`src/rtl/gray_step_tracker.sv`:
```
// Receive side of a gray-coded count bus: decodes each valid sample, classifies it
// as hold / legal step / illegal jump, and tracks a signed position and error count.
module gray_step_tracker #(
    parameter int N     = 3,
    parameter int POS_W = 8,
    parameter int ERR_W = 4
) (
    input  logic             clk_i,
    input  logic             rst_ni,
    input  logic             valid_i,
    input  logic [N-1:0]     gray_i,
    input  logic             clr_i,
    output logic [N-1:0]     bin_o,
    output logic             locked_o,
    output logic             step_o,
    output logic             dir_o,
    output logic             wrap_o,
    output logic             err_o,
    output logic [ERR_W-1:0] err_cnt_o,
    output logic [POS_W-1:0] pos_o
);

    typedef enum logic {
        ACQ,
        TRACK
    } state_t;

    localparam logic [N-1:0]     BIN_MAX = '1;
    localparam logic [N-1:0]     BIN_ZERO = '0;
    localparam logic [N-1:0]     DIFF_UP = N'(1);
    localparam logic [N-1:0]     DIFF_DOWN = '1;
    localparam logic [ERR_W-1:0] ERR_MAX = '1;
    localparam logic [POS_W-1:0] POS_ONE = POS_W'(1);

    state_t         state;
    logic [N-1:0]   decoded;
    logic [N-1:0]   diff;
    logic           acc;

    // Gray to binary: each binary bit is the XOR of all gray bits at or above it.
    always_comb begin
        acc     = 1'b0;
        decoded = '0;
        for (int i = N - 1; i >= 0; i--) begin
            acc        = acc ^ gray_i[i];
            decoded[i] = acc;
        end
    end

    assign diff = decoded - bin_o;

    always_ff @(posedge clk_i or negedge rst_ni) begin
        if (!rst_ni) begin
            state     <= ACQ;
            bin_o     <= '0;
            locked_o  <= 1'b0;
            step_o    <= 1'b0;
            dir_o     <= 1'b0;
            wrap_o    <= 1'b0;
            err_o     <= 1'b0;
            err_cnt_o <= '0;
            pos_o     <= '0;
        end else begin
            step_o <= 1'b0;
            wrap_o <= 1'b0;
            err_o  <= 1'b0;
            // Clear wins over a same-cycle sample; the reference value is kept.
            if (clr_i) begin
                state     <= ACQ;
                locked_o  <= 1'b0;
                err_cnt_o <= '0;
                pos_o     <= '0;
            end else if (valid_i) begin
                case (state)
                    ACQ: begin
                        bin_o    <= decoded;
                        locked_o <= 1'b1;
                        state    <= TRACK;
                    end
                    TRACK: begin
                        if (diff == DIFF_UP) begin
                            step_o <= 1'b1;
                            dir_o  <= 1'b0;
                            wrap_o <= (bin_o == BIN_MAX);
                            pos_o  <= pos_o + POS_ONE;
                            bin_o  <= decoded;
                        end else if (diff == DIFF_DOWN) begin
                            step_o <= 1'b1;
                            dir_o  <= 1'b1;
                            wrap_o <= (bin_o == BIN_ZERO);
                            pos_o  <= pos_o - POS_ONE;
                            bin_o  <= decoded;
                        end else if (diff != '0) begin
                            // Illegal jump: re-reference so the next sample is judged from here.
                            err_o <= 1'b1;
                            bin_o <= decoded;
                            if (err_cnt_o != ERR_MAX) begin
                                err_cnt_o <= err_cnt_o + ERR_W'(1);
                            end
                        end
                    end
                    default: state <= ACQ;
                endcase
            end
        end
    end

endmodule

```
`config.mk`:
```
export PLATFORM = sky130hd
export DESIGN_NAME = gray_step_tracker
export DESIGN_NICKNAME = d
export VERILOG_FILES = /design/src/rtl/gray_step_tracker.sv
export SDC_FILE = /design/constraint.sdc
export NUM_CORES = 1
export LEC_CHECK = 0
export BUFFER_PORTS_ARGS = -buffer_cell sky130_fd_sc_hd__buf_2
export CAP_MARGIN = 20
export CORE_ASPECT_RATIO = 0.6
export CORE_MARGIN = 4
export CORE_UTILIZATION = 50
export DETAILED_ROUTE_END_ITERATION = 6
export PLACE_DENSITY = 0.74
export SLEW_MARGIN = 20
export SYNTH_ARGS = -nofsm -noshare
export SYNTH_HDL_FRONTEND = slang
export SYNTH_SLANG_ARGS = --single-unit
export TNS_END_PERCENT = 10
```
`constraint.sdc`:
```
create_clock -name clk_i -period 3.5 [get_ports clk_i]
set_input_delay 0.35 -clock clk_i [delete_from_list [all_inputs] [get_ports clk_i]]
set_output_delay 0.35 -clock clk_i [all_outputs]
set_load 0.01 [all_outputs]
```
==> Word-level counts from Yosys, hierarchy flattened <==
Index checks and enable logic that the tools add are counted.
{ "totals": {"output_inout_bits": 20, "inputBits": 7, "ff_bits": 21} }
{ "op_classes": {"n_mux": 39, "reduce_logical": 13, "n_eq_ne": 8, "add_sub_neg": 4, "bitwise_logic": 4} }
{ "op_table": {"columns": ["operator", "count"], "rows": [
  ["8-bit 2-to-1 mux", 5],
  ["4-bit 2-to-1 mux", 7],
  ["1-bit 2-to-1 mux", 23],
  ["2-bit nonzero test", 5],
  ["3-bit 2-to-1 mux", 3],
  ["8-bit by 1-bit adder with 8-bit output, second input constant", 1],
  ["8-bit by 1-bit subtractor with 8-bit output, second input constant", 1],
  ["3-bit equality test, second input constant", 2],
  ["2-bit inequality test, second input constant", 3],
  ["3-bit case mux with 2 select lines", 1],
  ["3-bit AND reduction", 2],
  ["6-bit AND reduction", 1],
  ["3-bit nonzero test", 2],
  ["4-bit by 1-bit adder with 4-bit output, second input constant", 1],
  ["4-bit by 1-bit inequality test with 1-bit output, second input constant", 1],
  ["4-bit inequality test, second input constant", 1],
  ["4-bit AND reduction", 1],
  ["3-bit by 1-bit equality test with 1-bit output, second input constant", 1],
  ["3-bit logical NOT", 1],
  ["3-bit subtractor", 1],
  ["1-bit inverter", 2],
  ["2-bit AND reduction", 1],
  ["1-bit bitwise XOR", 2]
]} }

==> Depth between registers and ports, before layout <==
{ "logic_depth": {"ltp_word": 10, "ltp_mapped": 14, "mapped_depth_nobuf": 14} }

==> Least setup slack after synthesis <==
OpenSTA, ideal clock, no wires.
{ "synth_path": {"path_type": "input-to-reg", "start": "input gray_i[2]", "end": "register pos_o[7]", "t_arrival_ns": 3.332, "n_path_buf": 0, "stages": 13, "slack_ns": 0.040, "setup_time_ns": 0.128, "required_ns": 3.372, "path_cell_list": "xor2_1 -> xnor2_1 -> ha_1 -> inv_1 -> fa_1 -> xnor3_2 -> or3_4 -> ha_1 -> o211a_1 -> o21ai_0 -> a32oi_1 -> mux2i_1 -> mux2_1"} }
{ "synth_between": {"elab_chain_len": 8, "word_cells_on_any_way": 11, "cone_classes": "add/sub: 1; eq/ne: 2; mux: 4; bitwise: 2; reduce/logical: 2"} }
{ "synth_lines": {"columns": ["element", "line", "text"], "rows": [
  ["start, declared", "11", "input logic [N-1:0] gray_i,"],
  ["1-bit bitwise XOR (2 in series)", "45", "acc = acc ^ gray_i[i];"],
  ["3-bit subtractor (*)", "50", "assign diff = decoded - bin_o;"],
  ["3-bit by 1-bit equality test with 1-bit output", "81", "if (diff == DIFF_UP) begin"],
  ["8-bit 2-to-1 mux", "81", null],
  ["8-bit 2-to-1 mux", "74", "case (state)"],
  ["8-bit 2-to-1 mux", "73", "end else if (valid_i) begin"],
  ["8-bit 2-to-1 mux", "68", "if (clr_i) begin"],
  ["end signal, assigned", "85", "pos_o <= pos_o + POS_ONE;"],
  ["end signal, assigned", "91", "pos_o <= pos_o - POS_ONE;"],
  ["end, declared", "20", "output logic [POS_W-1:0] pos_o"]
]} }
Every way passes the cells marked *; elsewhere a longest branch is shown, timed or not. The select of a mux whose other input is x is not followed.
A chain may end at the register's enable or synchronous reset.

==> Worst setup path in the final report <==
{ "layout_path": {"start": "input gray_i[2]", "end": "register pos_o[7]"} }
{ "layout_between": {"elab_chain_len": 8, "word_cells_on_any_way": 11, "cone_classes": "add/sub: 1; eq/ne: 2; mux: 4; bitwise: 2; reduce/logical: 2"} }
{ "layout_lines": {"columns": ["element", "line", "text"], "rows": [
  ["1-bit bitwise XOR (*)", "45", null],
  ["net decoded[1]", "36", "logic [N-1:0] decoded;"],
  ["1-bit bitwise XOR", "45", null],
  ["3-bit subtractor (*)", "50", null],
  ["3-bit by 1-bit equality test with 1-bit output", "81", null],
  ["8-bit 2-to-1 mux", "81", null],
  ["8-bit 2-to-1 mux", "74", null],
  ["8-bit 2-to-1 mux", "73", null],
  ["8-bit 2-to-1 mux", "68", null]
]} }
Mark *: on every way through the listed nets, which the timed path passes. The rest lies on a longest branch. The select of a mux whose other input is x is not followed.

==> impl_metrics.json <==
{
  "path_max_fanout": 7,
  "synth-simple-area-share": 0.1596,
  "synth.distinct_cells": 37,
  "swShare": 0.3744,
  "p_switching_mw": 0.3482,
  "rr_startpoint": "bin_o[0]$_DFFE_PN0P_",
  "syn-mean-instance-area_um2": 10.41,
  "antenna_found_initial": 0,
  "num_rows": 13,
  "cts_tree": "built",
  "crit_path_start": "gray_i[2]",
  "min_period_over_period": 0.9496,
  "track_usage": 0.1906,
  "crit_buf_inv": 2,
  "synthMuxAreaShare": 0.05152,
  "max_freq_mhz": 300.9,
  "drive_gt1_frac": 0.3057,
  "required_ns": 3.65,
  "antenna_cells": 0,
  "io_pins": 27,
  "cts_buffers": 3,
  "outcome": "completed",
  "clkSlewWorstSetupHoldPaths_ns": 0.08,
  "synth_compound_area_frac": 0.1485,
  "p_leak_nw": 0.7753,
  "portBuffers": 26,
  "synth_fp_nets": 136,
  "grt_pass1_vias": 1014,
  "clkPwrFrac": 0.172,
  "nNetsFinal": 175,
  "rsz0062_at_grt": "no",
  "yosys.area_share.adder": 0.1131,
  "reg2reg_depth": 11,
  "avgViaCountPerCell": 5.465,
  "slew_viol_final": 0,
  "cap_viol_max_count": 0,
  "place_ws_ns": -0.1526,
  "seqPwrFrac": 0.325,
  "setup_viol_count_final": 0,
  "synth_area_um2": 1239,
  "crit_path_max_incr_delay_ns": 0.41,
  "synth_top_family_by_area": "simple AND/OR/NAND/NOR gates",
  "hold_violations": 0,
  "dr.pass1.iters": 4,
  "crit_cells": 14,
  "dpl.hpwl_mm": 2.105,
  "hold_path.class": "in2async",
  "vias": 1022,
  "drtIter0Drc": 88,
  "crit_chain": "buf_2 -> xor2_1 -> xnor2_1 -> ha_1 -> inv_1 -> fa_1 -> xnor3_2 -> or3_4 -> ha_1 -> o211a_1 -> o21ai_1 -> a32oi_1 -> mux2i_1 -> mux2_1",
  "clock_latency_ns": 0.26,
  "crit_arrival_ns": 3.47,
  "p_int_mw": 0.5816,
  "worst_pin_slew_ns": 0.5660,
  "cpMaxStageDelayCell": "or3_4",
  "die_w_um": 72.26,
  "syn_to_final_growth_pct": 24.44,
  "yosysSeqAreaShare": 0.4242,
  "synthCells": 119,
  "cts_root_buf": "clkbuf_8",
  "start_kind": "input pin",
  "die_h_um": 46.56,
  "place_congestion": 0.8668,
  "cts.sinks": 21,
  "core-area_um2": 2261,
  "grt_pass1_wl_mm": 4.733,
  "die_area_um2": 3364,
  "synth_seq_cells": 21,
  "grt_max_degree": 22,
  "synth_xor_area_frac": 0.07576,
  "min_period_ns": 3.323,
  "drc": 0,
  "routedWlPerCell_um": 15.10,
  "endpoint_kind": "flip-flop",
  "r2r_slack_ns": 0.35,
  "slew_headroom": 0.6227,
  "drt-total-wl_mm": 2.823,
  "power_density_nw_per_um2": 603.2,
  "grt-ovfl-total": 0,
  "antenna_left": 0,
  "htree_levels": 1,
  "clockBufferDepth": 2,
  "finalSetupTns_ns": 0,
  "irDropWorstVdd_v": 0.0003455,
  "combPwrFrac": 0.503,
  "cts_hold_buffers": 0,
  "postCtsSetupBuffers": 0,
  "worst_path_most_repeated_cell": "ha_1",
  "cp_top_family": "adder cells",
  "clock_skew_ns": 0.007234,
  "critPathKind": "in2reg",
  "initial_core_util": 0.5479,
  "yosys_warnings": 0,
  "fin_ws_ns": 0.1765
}
==> synthesized netlist by cell type <==
| master | n | share of area |
|---|---|---|
| nand2b_1 | 5 | 0.025 |
| o31ai_1 | 1 | 0.0061 |
| dfrtp_1 | 21 | 0.42 |
| a211oi_1 | 1 | 0.0061 |
| clkbuf_1 | 1 | 0.0030 |
| fa_1 | 2 | 0.032 |
| mux2i_1 | 3 | 0.024 |
| nand2_1 | 6 | 0.018 |
| a21o_1 | 1 | 0.0061 |
| mux2_1 | 1 | 0.0091 |
| a22o_1 | 3 | 0.021 |
| nor2_4 | 1 | 0.0091 |
| mux2_2 | 2 | 0.018 |
| a311o_1 | 1 | 0.0081 |
| nand3_1 | 2 | 0.0081 |
| nor3_1 | 1 | 0.0040 |
| xor2_1 | 2 | 0.014 |
| nor4_1 | 1 | 0.0051 |
| a32o_1 | 2 | 0.016 |
| inv_1 | 8 | 0.024 |
| nor3_2 | 1 | 0.0081 |
| or3_4 | 1 | 0.0091 |
| nor2_1 | 13 | 0.039 |
| or4_1 | 2 | 0.012 |
| a32oi_1 | 1 | 0.0071 |
| o21ai_0 | 5 | 0.020 |
| nand4_1 | 1 | 0.0051 |
| or3_1 | 1 | 0.0051 |
| a21oi_1 | 9 | 0.036 |
| o21a_1 | 1 | 0.0061 |
| xnor3_2 | 1 | 0.019 |
| a31o_2 | 1 | 0.0071 |
| o211a_1 | 1 | 0.0081 |
| xnor2_1 | 6 | 0.042 |
| and3_1 | 1 | 0.0051 |
| and2b_1 | 1 | 0.0061 |
| ha_1 | 8 | 0.081 |
==> worst paths after layout <==
kind                                             to
hold reg to reg                locked_o$_DFFE_PN0P_
setup / recovery               pos_o[7]$_DFFE_PN0P_
hold / removal                 pos_o[2]$_DFFE_PN0P_
setup reg to reg               pos_o[7]$_DFFE_PN0P_
max in group asynchronous  err_cnt_o[2]$_DFFE_PN0P_
min in group clk_i             locked_o$_DFFE_PN0P_
==> power by group through the flow <==
stage / combinational [mW] / sequential [mW] / clock [mW]
after floorplan: 0.278 / 0.317 / 0
after global placement: 0.422 / 0.304 / 0
after detailed placement: 0.441 / 0.306 / 0
after CTS: 0.447 / 0.301 / 0.168
after global routing: 0.513 / 0.308 / 0.180
final: 0.468 / 0.302 / 0.160
==> sequential cells by signal, summed over array words and instances, names as in the netlist <==
| register | cells |
|---|---|
| pos_o | 8 |
| err_cnt_o | 4 |
| bin_o | 3 |
| dir_o | 1 |
| err_o | 1 |
| locked_o | 1 |
| state | 1 |
| step_o | 1 |
| wrap_o | 1 |
==> area by class of cell <==
cell class,count,area [um2]
timing repair buffer,35,197.7
tap,30,37.54
clock inverter,1,5.005
clock buffer,3,41.29
inverter,8,30.03
multi-input combinational,89,704.4
fill,180,719.4
sequential,21,525.5
==> through the flow <==
stage / utilization / cells / hold slack, ns / power, mW / instance area (um2)
final: 0.6818 / 187 / 0.03529 / 0.9298 / 1541
after global routing: 0.6818 / 187 / 0.06565 / 1.000 / 1541
after CTS: 0.6707 / 187 / 0.04860 / 0.9156 / 1516
after detailed placement: 0.6502 / 183 / 0.3433 / 0.7471 / 1470
after global placement: 0.6502 / 183 / 0.3333 / 0.7253 / 1470
after floorplan: - / 119 / 0.05441 / 0.5948 / 1239
==> kinds of logic after synthesis <==
group,Yosys count
muxes,6
and+or+nand+nor,37
AOI/OAI and AO/OA,27
buffers and inverters,9
xor gates and xnor gates,9
adders and majority gates,10
DFF,21
==> per-layer routing <==
layer	wire length (um)	vias up	global-route usage
li1	-	500	-
met1	1343	488	0.2574
met2	1277	32	0.3002
met3	183	2	0.05447
met4	19	0	0.05618
met5	0	-	0
==> layout by cell type, fill, tap and decap left out, drive strengths merged, types with 2 or more instances in the layout <==
master / instances
buf: 35
dfrtp: 21
nor2: 14
a21oi: 9
inv: 8
ha: 8
xnor2: 6
nand2: 6
nand2b: 5
o21ai: 5
mux2i: 3
a22o: 3
clkbuf: 3
mux2: 3
xor2: 2
or4: 2
nand3: 2
a32o: 2
fa: 2
or3: 2
nor3: 2
==> what timing repair did <==
action                                  in CTS  in global routing
endpoints found under the setup margin       0                  1
gates resized for setup                      0                  3
endpoints found under the hold margin        0                  0
Note: power is estimated with default switching activity, not from simulation.
